$ cat src/rtl/mux4_rr_arbitre_if.sv
// Handshake bundle between the four requesters and the mux arbiter.
// The requester side (master) drives req; the arbiter side (slave) drives
// the one-hot grant, the mux select and the status pulses.
// busy_dbg mirrors the arbiter FSM state (0 = IDLE, 1 = BUSY) for observation.
interface mux4_rr_arbitre_if;
    logic [3:0] req;
    logic [3:0] grant;
    logic [1:0] sel;
    logic       active;
    logic       switch_p;
    logic       busy_dbg;

    // Handshake: req[i] is a level held by requester i for as long as it wants
    // mux input Ii. The arbiter samples req only at rising clock edges. The
    // request is accepted on the first edge where grant[i] becomes 1. The
    // requester owns the mux until it lowers req[i], or until the arbiter
    // rotates it out. There is no combinational path from req to any output.
    modport master (
        output req,
        input  grant,
        input  sel,
        input  active,
        input  switch_p,
        input  busy_dbg
    );

    modport slave (
        input  req,
        output grant,
        output sel,
        output active,
        output switch_p,
        output busy_dbg
    );
endinterface

$ cat src/rtl/mux4_rr_arbitre.sv
// Round-robin arbiter and sequencer for a shared 4:1 mux.
// It grants one of four requesters and drives the mux select with the
// winner's index. It also bounds how long one owner may hold the mux while
// others wait. Default build: round-robin search starting after the last owner.
// Optional macro MUX_ARB_FIXED_PRIO_EN switches to fixed priority (0 highest).
// With that macro, preemption at MAX_HOLD goes only to a strictly
// higher-priority requester.
module mux4_rr_arbitre #(
    parameter int MAX_HOLD = 8
) (
    input logic             clk,
    input logic             rst_n,
    mux4_rr_arbitre_if.slave bus
);
    // Hold counter width derived from MAX_HOLD (legal range 2..256).
    localparam int CNT_W = $clog2(MAX_HOLD);
    localparam logic [CNT_W-1:0] HOLD_LAST = CNT_W'(MAX_HOLD - 1);

    typedef enum logic {
        IDLE = 1'b0,
        BUSY = 1'b1
    } state_t;

    state_t           state;
    logic [3:0]       grant_q;
    logic [1:0]       sel_q;
    logic [1:0]       last_q;
    logic [CNT_W-1:0] hold_q;
    logic             switch_q;

    logic [3:0]       cand_pre;
    logic [1:0]       win_rel;
    logic [1:0]       win_pre;
    logic             owner_req;
    logic             hold_full;

    // Winner search over a candidate vector. The caller only uses the result
    // when cand is non-zero.
    function automatic logic [1:0] pick(input logic [3:0] cand, input logic [1:0] last);
        logic [1:0] idx;
        logic       found;
        pick  = last;
        found = 1'b0;
`ifdef MUX_ARB_FIXED_PRIO_EN
        // Fixed priority: the lowest index wins and the pointer is ignored.
        for (int k = 0; k < 4; k++) begin
            idx = 2'(k);
            if (!found && cand[idx]) begin
                pick  = idx;
                found = 1'b1;
            end
        end
`else
        // Round robin: search last+1, last+2, ... so the previous owner comes last.
        for (int k = 1; k <= 4; k++) begin
            idx = last + 2'(k);
            if (!found && cand[idx]) begin
                pick  = idx;
                found = 1'b1;
            end
        end
`endif
        return pick;
    endfunction

    // Next-owner candidates for release and for forced rotation.
    always_comb begin
        owner_req = |(bus.req & grant_q);
        hold_full = (hold_q == HOLD_LAST);
`ifdef MUX_ARB_FIXED_PRIO_EN
        // Only strictly higher-priority (lower index) requesters may preempt.
        cand_pre = bus.req & ((4'b0001 << sel_q) - 4'b0001);
`else
        // Any other requester may take over; the owner itself is excluded.
        cand_pre = bus.req & ~grant_q;
`endif
        win_rel = pick(bus.req, last_q);
        win_pre = pick(cand_pre, last_q);
    end

    // Arbiter FSM with registered grant, select and switch pulse.
    always_ff @(posedge clk or negedge rst_n) begin
        if (!rst_n) begin
            state    <= IDLE;
            grant_q  <= 4'b0000;
            sel_q    <= 2'b00;
            last_q   <= 2'b11;
            hold_q   <= '0;
            switch_q <= 1'b0;
        end else begin
            switch_q <= 1'b0;
            case (state)
                IDLE: begin
                    if (|bus.req) begin
                        grant_q  <= 4'b0001 << win_rel;
                        sel_q    <= win_rel;
                        last_q   <= win_rel;
                        hold_q   <= '0;
                        switch_q <= 1'b1;
                        state    <= BUSY;
                    end
                end
                BUSY: begin
                    if (!owner_req) begin
                        if (|bus.req) begin
                            // Direct hand-over, no idle bubble between owners.
                            grant_q  <= 4'b0001 << win_rel;
                            sel_q    <= win_rel;
                            last_q   <= win_rel;
                            hold_q   <= '0;
                            switch_q <= 1'b1;
                        end else begin
                            // Nobody left; sel keeps pointing at the last owner.
                            grant_q <= 4'b0000;
                            hold_q  <= '0;
                            state   <= IDLE;
                        end
                    end else if (hold_full && (|cand_pre)) begin
                        grant_q  <= 4'b0001 << win_pre;
                        sel_q    <= win_pre;
                        last_q   <= win_pre;
                        hold_q   <= '0;
                        switch_q <= 1'b1;
                    end else if (!hold_full) begin
                        hold_q <= hold_q + CNT_W'(1);
                    end
                end
                default: begin
                    state   <= IDLE;
                    grant_q <= 4'b0000;
                end
            endcase
        end
    end

    assign bus.grant    = grant_q;
    assign bus.sel      = sel_q;
    assign bus.active   = |grant_q;
    assign bus.switch_p = switch_q;
    assign bus.busy_dbg = (state == BUSY);

endmodule

$ cat src/flat_wrapper.sv
// flat-port wrapper written by rule: the top's interface ports become plain ports
module mux4_rr_arbitre_flat 
#(
    parameter int MAX_HOLD = 8
)
  (clk, rst_n, bus_req, bus_grant, bus_sel, bus_active, bus_switch_p, bus_busy_dbg);
  mux4_rr_arbitre_if bus_i ();
  input logic clk;
  input logic rst_n;
  input wire logic [$bits(bus_i.req)-1:0] bus_req;
  output wire logic [$bits(bus_i.grant)-1:0] bus_grant;
  output wire logic [$bits(bus_i.sel)-1:0] bus_sel;
  output wire logic [$bits(bus_i.active)-1:0] bus_active;
  output wire logic [$bits(bus_i.switch_p)-1:0] bus_switch_p;
  output wire logic [$bits(bus_i.busy_dbg)-1:0] bus_busy_dbg;
  assign bus_i.req = bus_req;
  assign bus_grant = bus_i.grant;
  assign bus_sel = bus_i.sel;
  assign bus_active = bus_i.active;
  assign bus_switch_p = bus_i.switch_p;
  assign bus_busy_dbg = bus_i.busy_dbg;
  mux4_rr_arbitre #(.MAX_HOLD(MAX_HOLD)) u_core (.clk(clk), .rst_n(rst_n), .bus(bus_i));
endmodule
$ cat config.mk
export PLATFORM = sky130hd
export DESIGN_NAME = mux4_rr_arbitre_flat
export DESIGN_NICKNAME = d
export VERILOG_FILES = /design/src/rtl/mux4_rr_arbitre_if.sv /design/src/rtl/mux4_rr_arbitre.sv /design/src/flat_wrapper.sv
export SDC_FILE = /design/constraint.sdc
export NUM_CORES = 1
export LEC_CHECK = 0
export CAP_MARGIN = 10
export CORE_MARGIN = 1.5
export CORE_UTILIZATION = 30
export CTS_CLUSTER_SIZE = 30
export DETAILED_ROUTE_END_ITERATION = 7
export HOLD_SLACK_MARGIN = 0.05
export PLACE_DENSITY = 0.51
export SYNTH_ARGS = -nofsm -noshare
export SYNTH_HDL_FRONTEND = slang
export SYNTH_SLANG_ARGS = --single-unit
$ cat constraint.sdc
create_clock -name clk -period 2.37 [get_ports clk]
set_input_delay 0.3555 -clock clk [delete_from_list [all_inputs] [get_ports clk]]
set_output_delay 0.3555 -clock clk [all_outputs]
set_load 0.005 [all_outputs]
* Word-level counts from Yosys, hierarchy flattened
Cells that the tools add are included.
** Word-level totals
- Input bits :: 6
- Word-level logic and storage cells :: 96
- Flip-flop bits (word level) :: 13
- Output and inout port bits :: 9
** Operators by class
- Add/subtract/negate cells :: 4
- Reductions and logical operators :: 19
- Shift operators :: 2
- Equality and inequality tests :: 4
- Bitwise logic cells :: 4
- $lt $le $gt $ge :: 4
- Mux-type cells :: 53
** Operator list (count)
- 2-to-1 mux 2 bit :: 13
- 2-to-1 mux 1 bit :: 18
- binary-select mux 1 bit (select 2 bit) :: 8
- 2-to-1 mux 4 bit :: 4
- OR reduction 4 bit :: 4
- less-than comparator 2 x 3 -> 1 bit (second input constant) :: 4
- 2-to-1 mux 3 bit :: 4
- AND 4 bit :: 2
- one-hot mux 2 bit (2 select lines) :: 2
- one-hot mux 4 bit (2 select lines) :: 1
- << shifter 1 x 2 -> 4 bit (first input constant) :: 2
- logical AND 1 bit :: 7
- logical NOT 1 bit :: 6
- one-hot mux 3 bit (2 select lines) :: 1
- adder 2 bit (second input constant) :: 2
- != test 4 bit (second input constant) :: 1
- NOT 4 bit :: 1
- one-hot mux 1 bit (2 select lines) :: 2
- AND reduction 2 bit :: 2
- adder 3 x 1 -> 3 bit (second input constant) :: 1
- == test 3 bit (second input constant) :: 1
- != test 3 bit (second input constant) :: 1
- adder 2 x 1 -> 2 bit (second input constant) :: 1
- != test 2 x 1 -> 1 bit (second input constant) :: 1
- NOT 1 bit :: 1

* Depth between registers and ports, before layout
Gate-level depths: netlist (run 1).
- Depth after elaboration :: 18
- Gate-level depth with buffers :: 6
- Mapped depth without buffers :: 6

* Least setup slack after synthesis (run 1)
Ideal clock, no wire load.
- Path kind :: register to register
- Start :: register u_core.last_q[0]
- End :: register u_core.sel_q[1] (netlist: u_core.bus.sel[1])
- Arrival time :: 1.484 ns
- Clock period less this slack :: 1.610 ns
- Required time :: 2.244 ns
- Cell stages (with the launch flop) :: 7
- Slack :: 0.760 ns
- Path buffers :: 1
- Cells stage by stage :: dfstp_2 clkbuf_1 nor2b_1 a22o_1 or2_1 a22oi_1 o2bb2ai_1
** Between the ends
- Cells in the longest elaborated chain, start to end :: 16
- Elaborated cells on any way between the ends :: 49
- Classes of those cells :: 3 x add/sub; 34 x mux; 12 x reduce/logical
** RTL lines
- start: declaration :: RTL line mux4_rr_arbitre.sv:27 : logic [1:0] last_q;
- start signal: assignment :: RTL line mux4_rr_arbitre.sv:97 : last_q <= win_rel;
- start signal: assignment :: RTL line mux4_rr_arbitre.sv:109 : last_q <= win_rel;
- start signal: assignment :: RTL line mux4_rr_arbitre.sv:121 : last_q <= win_pre;
- adder 2 x 1 -> 2 bit :: RTL line mux4_rr_arbitre.sv:56 : idx = last + 2'(k);
- binary-select mux 1 bit (select 2 bit) :: RTL line mux4_rr_arbitre.sv:57 : if (!found && cand[idx]) begin
- 2-to-1 mux 1 bit (not written as such) :: RTL line mux4_rr_arbitre.sv:57
- 2-to-1 mux 1 bit :: RTL line mux4_rr_arbitre.sv:57
- logical NOT 1 bit :: RTL line mux4_rr_arbitre.sv:57
- logical AND 1 bit :: RTL line mux4_rr_arbitre.sv:57
- 2-to-1 mux 1 bit :: RTL line mux4_rr_arbitre.sv:57
- logical NOT 1 bit :: RTL line mux4_rr_arbitre.sv:57
- logical AND 1 bit :: RTL line mux4_rr_arbitre.sv:57
- 2-to-1 mux 1 bit :: RTL line mux4_rr_arbitre.sv:57
- logical NOT 1 bit :: RTL line mux4_rr_arbitre.sv:57
- logical AND 1 bit :: RTL line mux4_rr_arbitre.sv:57
- 2-to-1 mux 2 bit :: RTL line mux4_rr_arbitre.sv:57
- 2-to-1 mux 2 bit (on tied branches) :: RTL line mux4_rr_arbitre.sv:94, mux4_rr_arbitre.sv:105, mux4_rr_arbitre.sv:118
- 2-to-1 mux 2 bit :: RTL line mux4_rr_arbitre.sv:104 : if (!owner_req) begin
- one-hot mux 2 bit (2 select lines) * :: RTL line mux4_rr_arbitre.sv:92 : case (state)
- end signal: assignment :: RTL line mux4_rr_arbitre.sv:96 : sel_q <= win_rel;
- end signal: assignment :: RTL line mux4_rr_arbitre.sv:108 : sel_q <= win_rel;
- end signal: assignment :: RTL line mux4_rr_arbitre.sv:120 : sel_q <= win_pre;
- end: declaration :: RTL line mux4_rr_arbitre.sv:26 : logic [1:0] sel_q;
Every way passes the cells marked *; elsewhere a longest branch is shown, timed or not. The select of a mux whose other input is x is not followed.
A chain may end at the register's enable or synchronous reset.

* Worst setup path in the final report (run 1)
- Start :: register u_core.grant_q[2] (netlist: u_core.bus.grant[2])
- End :: output port bus_active
** Between the ends
- Cells in the longest elaborated chain, start to end :: 1
** RTL lines
- start: declaration :: RTL line mux4_rr_arbitre.sv:25 : logic [3:0] grant_q;
- start signal: assignment :: RTL line mux4_rr_arbitre.sv:95 : grant_q <= 4'b0001 << win_rel;
- start signal: assignment :: RTL line mux4_rr_arbitre.sv:107 : grant_q <= 4'b0001 << win_rel;
- start signal: assignment :: RTL line mux4_rr_arbitre.sv:119 : grant_q <= 4'b0001 << win_pre;
- OR reduction 4 bit :: RTL line mux4_rr_arbitre.sv:138 : assign bus.active = |grant_q;
- end: declaration :: RTL line flat_wrapper.sv:13 : output wire logic [$bits(bus_i.active)-1:0] bus_active;
Every way passes these cells.

==> reports/qor.csv, run 1 <==
stage;metric;value;unit
worst_setup_path;Worst Path Buf+Inv;1;
routing;Wirelength per Cell;15.0;um
clock_network;CTS tree;yes;
worst_setup_path;cell family with most CP delay;simple AND/OR/NAND/NOR gates;
synthesis;Post-synth top cells;dfrtp_1, inv_1, nand2b_1, nor2_1, nand3_1;
floorplan;row cnt;19;
grt;grt total ovfl;0;
worst_setup_path;r2r worst-path depth;5;
grt;met1 Use GR;19.3;%
worst_setup_path;CP Launch Type;register;
sta;Final Slew Violations;0;
grt;first-pass GRT wire length;3.67;mm
worst_setup_path;WP data arrival;1.68;ns
finish;Area Growth Syn to Fin;23.8;%
floorplan;initial core utilization;31.9;%
routing;Post-route DRC;0;
routing;via count;799;
grt;vias in the first global route;809;
clock_network;Clk pin slew, worst setup/hold paths;0.08;ns
routing;Initial DRC Count;22;
synthesis;EDFF count, synth;0;
clock_network;clock sink total;13;
floorplan;core area;0.00278;mm^2
floorplan;I/O pin count;15;
placed_design;# port buffers;14;
worst_setup_path;Crit path required time;2.01;ns
synthesis;synthesized cell area;888;um^2
placed_design;gpl congestion;0.839;
sta;final hold viol count;0;
grt;largest net degree at the start of global routing;15;
sta;fin crit share;85.7;%
power;worst vdd ir;834;uV
sta;normalized max-slew margin;62.7;%
synthesis;Distinct cells, synth;43;
grt;busiest grt layer;met2;
power;Leak;0.442;nW
sta;min Tclk post-route;2.03;ns
sta;f_max;0.492;GHz
sta;Sum Neg Setup Slack;0;ns
finish;antenna cells;0;
synthesis;count of yosys warnings during synthesis;0;
clock_network;Inserted Clock Buffers;3;
finish;final instance area;0.00110;mm^2
grt;total track usage;14.2;%
placed_design;post-placement cell area;0.00107;mm^2
grt;initial antenna violation count;0;
min_path;Hold Path Class;input pin to async pin;
synthesis;Post-Syn Nets;104;
worst_setup_path;crit path kind;register to output pin;
clock_network;# hold bufs at CTS;0;
worst_setup_path;crit path max fanout;6;
synthesis;top post-synthesis cells by area;dfrtp_1, dfstp_2, nand2b_1;
clock_network;post_cts resized;0;
grt;met3 Use GR;1.59;%
sta;clk_skew;0.00804;ns
routing;DR pass1 iterations;4;
sta;RSZ-0062 raised after global routing;false;
routing;post-detailed-routing wire length;2.18;mm
grt;met2 Resource Use GR;23.1;%
synthesis;Synth Register Bits;13;
synthesis;syn avg cell area;9.25;um^2
finish;Final nets;123;
synthesis;share of the synthesized area in the top cell type;31.0;%
clock_network;deepest clock path buffer count;2;
routing;Final ANT Viol Nets;0;
synthesis;top_reg_cell synth;dfrtp_1;
floorplan;Die Wd;57.4;um
synthesis;ys async rst share;100;%
worst_setup_path;Crit. End Element;output pin;
synthesis;top-count cell post-synth;dfrtp_1;
clock_network;postcts setup bufs;0;
floorplan;Die Area;0.00330;mm^2
synthesis;Post-Synthesis Cells;96;
synthesis;sequential area share after synthesis;36.9;%
flow_run;max cap viols;0;
sta;worst slew pin tran;0.558;ns
clock_network;Worst-Skew Late Latency;0.27;ns
worst_setup_path;critical path cell sequence;or4_1 > clkdlybuf4s50_1;
clock_network;Clk Tree Root Cell;clkbuf_4;
status;status;complete, no violations;
worst_setup_path;Crit path largest cell delay;0.52;ns
power;power per cell area;1260;mW/mm^2
synthesis;area leader, netlist;dfrtp_1;
placed_design;hpwl dp;1.74;mm
finish;layout cells sized above 1;13.2;%
floorplan;Die Y;57.4;um
worst_setup_path;CP Depth;2;
routing;DR vias/cell;5.51;
sta;Setup violations, final;0;
clock_network;H-tree Lvls;1;
worst_setup_path;slowest cell on the critical path;or4_1;
==> stage by stage <==
stage               utilization, %  total power [mW]  setup WS, ns  instances  hold slack, ns
floorplan                        -             0.969         0.760         96          0.0599
global placement              38.6              1.26         0.144        141           0.475
detailed placement            38.6              1.26         0.153        141           0.484
CTS                           39.5              1.41         0.320        145           0.458
global route                  39.5              1.52         0.255        145           0.485
finish                        39.5              1.39         0.339        145           0.433
==> logic make-up after synthesis <==
group	synth area share, %
simple gates	26.9
compound gates	28.7
flops	36.9
buf+inv	3.52
fa+ha+maj	2.82
mux	1.13
==> state kept, by name (all words and copies together) (netlist names) <==
| signal | flops |
|---|---|
| u_core.bus.busy_dbg | 1 |
| u_core.hold_q | 3 |
| u_core.bus.switch_p | 1 |
| u_core.last_q | 2 |
| u_core.bus.grant | 4 |
| u_core.bus.sel | 2 |
==> placed cells by master (no fill, tap or decap), types with 2 or more instances in the layout <==
| master | Yosys | layout |
|---|---|---|
| clkdlybuf4s50_1 | 0 | 14 |
| dfrtp_1 | 11 | 11 |
| inv_1 | 6 | 6 |
| nor2_1 | 6 | 6 |
| nand2b_1 | 6 | 6 |
| nand3_1 | 5 | 5 |
| nor2b_1 | 4 | 4 |
| a31oi_1 | 4 | 4 |
| a22o_1 | 3 | 3 |
| o21ai_1 | 3 | 3 |
| a22oi_1 | 3 | 3 |
| a21oi_1 | 3 | 3 |
| clkbuf_4 | 0 | 3 |
| o21a_1 | 2 | 2 |
| and2b_1 | 2 | 2 |
| o21ai_0 | 2 | 2 |
| a21o_1 | 2 | 2 |
| nand4_1 | 2 | 2 |
| o22ai_1 | 2 | 2 |
| nand2_1 | 2 | 2 |
| o2bb2ai_1 | 2 | 2 |
| ha_1 | 2 | 2 |
| buf_4 | 0 | 2 |
| dfstp_2 | 2 | 2 |
==> final cells by class <==
| class | instances | area (um^2) |
|---|---|---|
| clock buffers | 4 | 26.3 |
| fillers | 300 | 1680 |
| inverters | 6 | 22.5 |
| multi-input cells | 75 | 529 |
| flip-flops and latches | 13 | 328 |
| well taps | 31 | 38.8 |
| repair buffers | 16 | 155 |
==> worst register-to-register path, stage by stage (launching register included) <==
cell	delay (ns)
dfrtp_1	0.44
nand2b_1	0.21
or3_4	0.39
o211ai_2	0.08
or3b_1	0.38
a31oi_1	0.19
==> power breakdown <==
part / switching [mW] / internal [mW] / total [mW]
Clock: 0.0698 / 0.0652 / 0.135
Sequential: 0.132 / 0.339 / 0.471
Combinational: 0.382 / 0.401 / 0.783
==> worst paths after layout <==
path	from	endpoint	slack, ns
worst max-delay path	u_core.bus.grant[2]	bus_active	0.34
worst min-delay path	rst_n	u_core.hold_q[1]	0.43
worst max register to register	u_core.bus.grant[3]	u_core.bus.grant[1]	0.61
worst min register to register	u_core.bus.sel[1]	u_core.bus.sel[1]	0.50
max in group asynchronous	rst_n	u_core.last_q[1]	1.56
min in group clk	u_core.bus.sel[1]	u_core.bus.sel[1]	0.50
==> per-layer routing <==
layer	up-vias	wire length (um)
met5	-	0
met3	4	75
li1	400	-
met2	17	990
met1	378	1090
met4	0	23
No activity file was read; power rests on OpenSTA's default activity.
==> inputs of run 2 (changes only) <==
GPL_TIMING_DRIVEN = 1   (was not set)
==> results of run 2 <==
Final layout, timing and power as in run 1 (identical DEF).
